===== src/rtl/dps_lsflags_read_arbiter.sv =====
// Round-robin arbiter sharing the clear-on-read LS-flags read port.
// One read strobe per grant; the returned word is routed to the winner.
module dps_lsflags_read_arbiter #(
  parameter int N_REQ   = 4,
  parameter int ID_W    = 2,
  parameter int TIMEOUT = 8
)(
  input  logic             iCLOCK,
  input  logic             inRESET,
  input  logic             iRESET_SYNC,
  input  logic [N_REQ-1:0] iREQ_VALID,
  output logic [N_REQ-1:0] oREQ_BUSY,
  output logic [N_REQ-1:0] oRESP_VALID,
  output logic [ID_W-1:0]  oRESP_ID,
  output logic [31:0]      oRESP_DATA,
  output logic             oRESP_ERR,
  output logic             oLSF_READ_VALID,
  input  logic             iLSF_VALID,
  input  logic [31:0]      iLSF_DATA
);

  typedef enum logic [1:0] {
    ST_IDLE,
    ST_ISSUE,
    ST_WAIT,
    ST_RESP
  } state_t;

  state_t           state, stateNxt;
  logic [N_REQ-1:0] pending, pendingNxt;
  logic [ID_W-1:0]  ptr, ptrNxt;
  logic [ID_W-1:0]  grantId, grantNxt;
  logic [7:0]       cnt, cntNxt;
  logic [N_REQ-1:0] respValidNxt;
  logic [ID_W-1:0]  respIdNxt;
  logic [31:0]      respDataNxt;
  logic             respErrNxt;
  logic             readNxt;

  logic [N_REQ-1:0] accept;
  logic [N_REQ-1:0] reqEff;
  logic             found;
  logic [ID_W-1:0]  pick;
  int               idx;
  int               nx;

  // Busy covers queued requests plus the one currently being served.
  always_comb begin
    oREQ_BUSY = pending;
    if (state != ST_IDLE) oREQ_BUSY[grantId] = 1'b1;
  end

  assign accept = iREQ_VALID & ~oREQ_BUSY;
  assign reqEff = pending | accept;

  // Rotating priority search starting at the pointer.
  always_comb begin
    found = 1'b0;
    pick  = '0;
    idx   = 0;
    for (int k = 0; k < N_REQ; k++) begin
      idx = int'(ptr) + k;
      if (idx >= N_REQ) idx = idx - N_REQ;
      if (!found && reqEff[idx]) begin
        found = 1'b1;
        pick  = ID_W'(idx);
      end
    end
  end

  // Pointer moves to the requester just after the winner.
  always_comb begin
    nx = int'(pick) + 1;
    if (nx >= N_REQ) nx = 0;
  end

  // Next-state, bookkeeping and registered-output decode.
  always_comb begin
    stateNxt     = state;
    pendingNxt   = pending | accept;
    ptrNxt       = ptr;
    grantNxt     = grantId;
    cntNxt       = cnt;
    respValidNxt = '0;
    respIdNxt    = oRESP_ID;
    respDataNxt  = oRESP_DATA;
    respErrNxt   = oRESP_ERR;
    readNxt      = 1'b0;
    unique case (state)
      ST_IDLE: begin
        if (found) begin
          pendingNxt[pick] = 1'b0;
          grantNxt         = pick;
          ptrNxt           = ID_W'(nx);
          stateNxt         = ST_ISSUE;
          readNxt          = 1'b1;
        end
      end
      ST_ISSUE: begin
        cntNxt   = '0;
        stateNxt = ST_WAIT;
      end
      ST_WAIT: begin
        unique case (1'b1)
          iLSF_VALID: begin
            respDataNxt = iLSF_DATA;
            respErrNxt  = 1'b0;
            stateNxt    = ST_RESP;
          end
          (cnt == 8'(TIMEOUT - 1)): begin
            respDataNxt = '0;
            respErrNxt  = 1'b1;
            stateNxt    = ST_RESP;
          end
          default: cntNxt = cnt + 8'd1;
        endcase
        if (stateNxt == ST_RESP) begin
          respValidNxt[grantId] = 1'b1;
          respIdNxt             = grantId;
        end
      end
      ST_RESP: stateNxt = ST_IDLE;
      default: stateNxt = ST_IDLE;
    endcase
  end

  // State and output registers; soft reset mirrors the async reset.
  always_ff @(posedge iCLOCK or negedge inRESET) begin
    if (!inRESET) begin
      state           <= ST_IDLE;
      pending         <= '0;
      ptr             <= '0;
      grantId         <= '0;
      cnt             <= '0;
      oRESP_VALID     <= '0;
      oRESP_ID        <= '0;
      oRESP_DATA      <= '0;
      oRESP_ERR       <= 1'b0;
      oLSF_READ_VALID <= 1'b0;
    end else if (iRESET_SYNC) begin
      state           <= ST_IDLE;
      pending         <= '0;
      ptr             <= '0;
      grantId         <= '0;
      cnt             <= '0;
      oRESP_VALID     <= '0;
      oRESP_ID        <= '0;
      oRESP_DATA      <= '0;
      oRESP_ERR       <= 1'b0;
      oLSF_READ_VALID <= 1'b0;
    end else begin
      state           <= stateNxt;
      pending         <= pendingNxt;
      ptr             <= ptrNxt;
      grantId         <= grantNxt;
      cnt             <= cntNxt;
      oRESP_VALID     <= respValidNxt;
      oRESP_ID        <= respIdNxt;
      oRESP_DATA      <= respDataNxt;
      oRESP_ERR       <= respErrNxt;
      oLSF_READ_VALID <= readNxt;
    end
  end

endmodule


===== config.mk =====
export PLATFORM = sky130hd
export DESIGN_NAME = dps_lsflags_read_arbiter
export DESIGN_NICKNAME = d
export VERILOG_FILES = /design/src/rtl/dps_lsflags_read_arbiter.sv
export SDC_FILE = /design/constraint.sdc
export NUM_CORES = 1
export LEC_CHECK = 0
export CAP_MARGIN = 20
export CORE_ASPECT_RATIO = 1.75
export CORE_UTILIZATION = 46
export CTS_CLUSTER_SIZE = 8
export DETAILED_ROUTE_END_ITERATION = 8
export MAX_ROUTING_LAYER = met4
export PLACE_DENSITY = 0.82
export SETUP_SLACK_MARGIN = 0.05
export SKIP_LAST_GASP = 1
export SLEW_MARGIN = 20
export SYNTH_ARGS = -nofsm -noshare
export SYNTH_HDL_FRONTEND = slang
export SYNTH_SLANG_ARGS = --single-unit

===== constraint.sdc =====
create_clock -name iCLOCK -period 3.1 [get_ports iCLOCK]
set_clock_uncertainty 0.05 [all_clocks]
set_input_delay 0.31 -clock iCLOCK [delete_from_list [all_inputs] [get_ports iCLOCK]]
set_output_delay 0.31 -clock iCLOCK [all_outputs]
set_load 0.05 [all_outputs]

==> results_dict.tcl <==
set metrics [dict create \
    dp_hpwl_mm 4.82 \
    syn_inst 235 \
    r2r_slack_ps 330 \
    path_class "reg2out" \
    cp_max_fo 15 \
    clockPowerShare_pct 28.2 \
    rows 36 \
    worstPathArrival_ps 2520 \
    synth_xor_area_share_pct 0.327 \
    power_density_mw_per_mm2 813 \
    overflow 0 \
    gp_congestion 0.838 \
    setup_viol 0 \
    worst_pin_slew_ps 538 \
    p_sw_share_pct 38.4 \
    p_sw_mw 1.19 \
    num-nets-final 372 \
    r2r-start "state[1]" \
    p_seq_share_pct 31.5 \
    start_util_pct 47.9 \
    design_area_mm2 0.00382 \
    area_delta_synth_final_pct 42.9 \
    irDropWorstVdd_mv 0.442 \
    grt_pass1_wl_mm 10.3 \
    synth_top_family_by_area "compound AO/OA/AOI/OAI gates" \
    drt_wl_total_mm 6.87 \
    setup_tns_ps 0 \
    start_kind "flip-flop" \
    cts_buffers 9 \
    synth_edf_count 0 \
    p_leak_nw 1.69 \
    io_pins 84 \
    report.final.slew_viol_count 0 \
    comb_power_share_pct 40.3 \
    ys_ff_latch 58 \
    die_y_um 103 \
    grt_use_total_pct 24.0 \
    synth_fa_ha_area_share_pct 4.21 \
    finalHoldViolCount 0 \
    cts_tree "yes" \
    stdcell_count 404 \
    post_drt_wl_per_cell_um 17.0 \
    vias 2275 \
    cts.clk_slew.worst_paths_ps 70 \
    whs_ps 342 \
    synth_compound_area_share_pct 21.8 \
    slew-limit-headroom_pct 63.7 \
    synthMuxAreaShare_pct 1.54 \
    io_buffer_count 83 \
    htree_levels 3 \
    synthFlopType "dfrtp_1" \
    r2r_cells 9 \
    internal-power_mw 1.92 \
    drive_gt1_share_pct 8.84 \
    syn_area_per_cell_um2 11.4 \
    dp.cells 387 \
    netlist_area_mm2 0.00268 \
    detail-route-antenna-nets 0 \
    async_reset_ff_share_pct 100 \
    fillCellCount 421 \
    ys_warn_count 0 \
    startpoint "state[1]" \
    antenna_found_initial 0 \
    syn_nets 284 \
    seq_area_frac_synth_pct 54.3 \
    dpl_worst_slack_ps 276 \
    core_region_area_mm2 0.00559 \
    cts_buffer_depth 2 \
    layout_min_cycle_time_ps 2880 \
    hp-class "in2async" \
    antennaDiodeCount 0 \
    post_cts_buffers 0 \
    synthSimpleGateAreaFrac_pct 13.5 \
    critPathCapture "oREQ_BUSY[1]" \
    grt_pass1_vias 2146 \
    via_per_inst 5.63 \
    cp.required_ps 2740 \
    die_area_mm2 0.00614 \
    ys_types 46 \
    grt_max_degree 34 \
    placed_area_mm2 0.00356 \
    root_buffer "clkbuf_8" \
    clock_latency_ps 340 \
    dieWidth_um 59.6 \
    status "complete, no violations" \
    first_iter_violations 90 \
    rsz0062_at_grt "no" \
    fin_crit_sh_pct 92.9 \
    cap_viol_max_count 0 \
    max_freq_mhz 347 \
    cts_num_sinks 58 \
    fin_ws_ps 221 \
    cp-end-kind "output port" \
    drc_errors 0 \
    r2r-end "ptr[1]" \
    dr.pass1.iters 4 \
]
worst min path at each step:
stage          startpoint              to  slack (ps)  cells past startpoint
4_1_cts           inRESET   oRESP_DATA[2]         330                      2
3_5_place_dp      inRESET  oRESP_DATA[27]         160                      1
2_1_floorplan     inRESET          cnt[0]         -40                      0
5_1_grt           inRESET          ptr[0]         370                      2
3_3_place_gp      inRESET  oRESP_DATA[27]         160                      1
6_report          inRESET          ptr[0]         340                      2
cell families after synthesis:
kind of cell               Yosys count
xor gates and xnor gates             1
and+or+nand+nor                     64
buffers and inverters               21
AOI/OAI and AO/OA                   78
muxes                                4
DFF                                 58
adders and majority gates            9
layer usage:
metal | track usage [%] | part of all wire, %
met3 | 7.28 | 6.1
met1 | 24.3 | 36
met4 | 10.4 | 1.8
met2 | 41.6 | 56
met5 | - | 0
power groups by stage:
| stage | clock, mW | combinational [mW] | sequential, mW |
|---|---|---|---|
| 6_report | 0.876 | 1.25 | 0.978 |
| 5_1_grt | 0.928 | 1.35 | 0.993 |
| 4_1_cts | 0.887 | 1.26 | 0.977 |
| 3_5_place_dp | 0 | 1.24 | 0.988 |
| 3_3_place_gp | 0 | 1.21 | 0.981 |
| 2_1_floorplan | 0 | 0.710 | 1.13 |
placed cells by master (no fill, tap or decap), types with 4 or more instances in the layout:
master | netlist | final
a22o_1 | 32 | 32
dfrtp_1 | 58 | 58
nor2_1 | 19 | 19
buf_4 | 0 | 6
a211oi_1 | 5 | 5
nor3_1 | 4 | 4
a31oi_1 | 4 | 4
a21oi_1 | 11 | 10
clkbuf_8 | 0 | 11
clkdlybuf4s50_1 | 0 | 82
nand2_1 | 7 | 7
o21ai_0 | 9 | 8
nor3b_1 | 4 | 4
inv_1 | 8 | 8
ha_1 | 9 | 9
nand2b_1 | 4 | 4
registers in the layout (all words and copies together) (netlist names):
register / count
oRESP_DATA: 32
cnt: 8
oRESP_VALID: 4
pending: 4
grantId: 2
oRESP_ID: 2
ptr: 2
state: 2
oLSF_READ_VALID: 1
oRESP_ERR: 1
metrics by stage:
step / util (%) / power (mW)
final: 68.4 / 3.11
after global routing: 68.4 / 3.27
after CTS: 68.4 / 3.12
after detailed placement: 63.7 / 2.23
after global placement: 63.7 / 2.20
after floorplan: - / 1.84
cell usage after synthesis (2+ instances only):
cell type,instances,area share (%)
dfrtp_1,58,54
a22o_1,32,10
nor2_1,19,2.7
a21oi_1,11,2.1
ha_1,9,4.2
o21ai_0,9,1.7
inv_1,8,1.1
nand2_1,7,0.98
a211oi_1,5,1.4
buf_2,5,0.94
a31oi_1,4,0.94
buf_6,4,1.7
clkbuf_1,4,0.56
nand2b_1,4,0.94
nor3_1,4,0.75
nor3b_1,4,1.1
and2_1,3,0.70
and3_1,3,0.70
mux2i_1,3,1.1
nand3b_1,3,0.84
o211ai_1,3,0.84
o22ai_1,3,0.70
or2_2,3,0.70
or4_1,3,0.84
a21o_1,2,0.56
nand3_1,2,0.37
layout make-up:
cell class / instances / area, um^2 / area share (%)
Sequential cell: 58 / 1450 / 38.0
Multi-Input combinational cell: 156 / 1110 / 29.1
Timing Repair Buffer: 90 / 881 / 23.0
Clock buffer: 12 / 155 / 4.06
Inverter: 8 / 30.0 / 0.786
Tap cell: 76 / 95.1 / 2.49
Clock inverter: 4 / 97.6 / 2.55
worst max-delay path, stage by stage, from the launching register on:
cell and delay, ps:
dfrtp_1 380, inv_1 100, ha_1 370, or3b_1 450, nand2b_1 90, clkdlybuf4s50_1 790
timing repair:
item,4_1_cts,5_1_grt
hold endpoints to repair,11,0
hold buffers,1,0
endpoints found under the setup margin,0,1
resized for setup,0,1
Note: power is estimated with default switching activity, not from simulation.
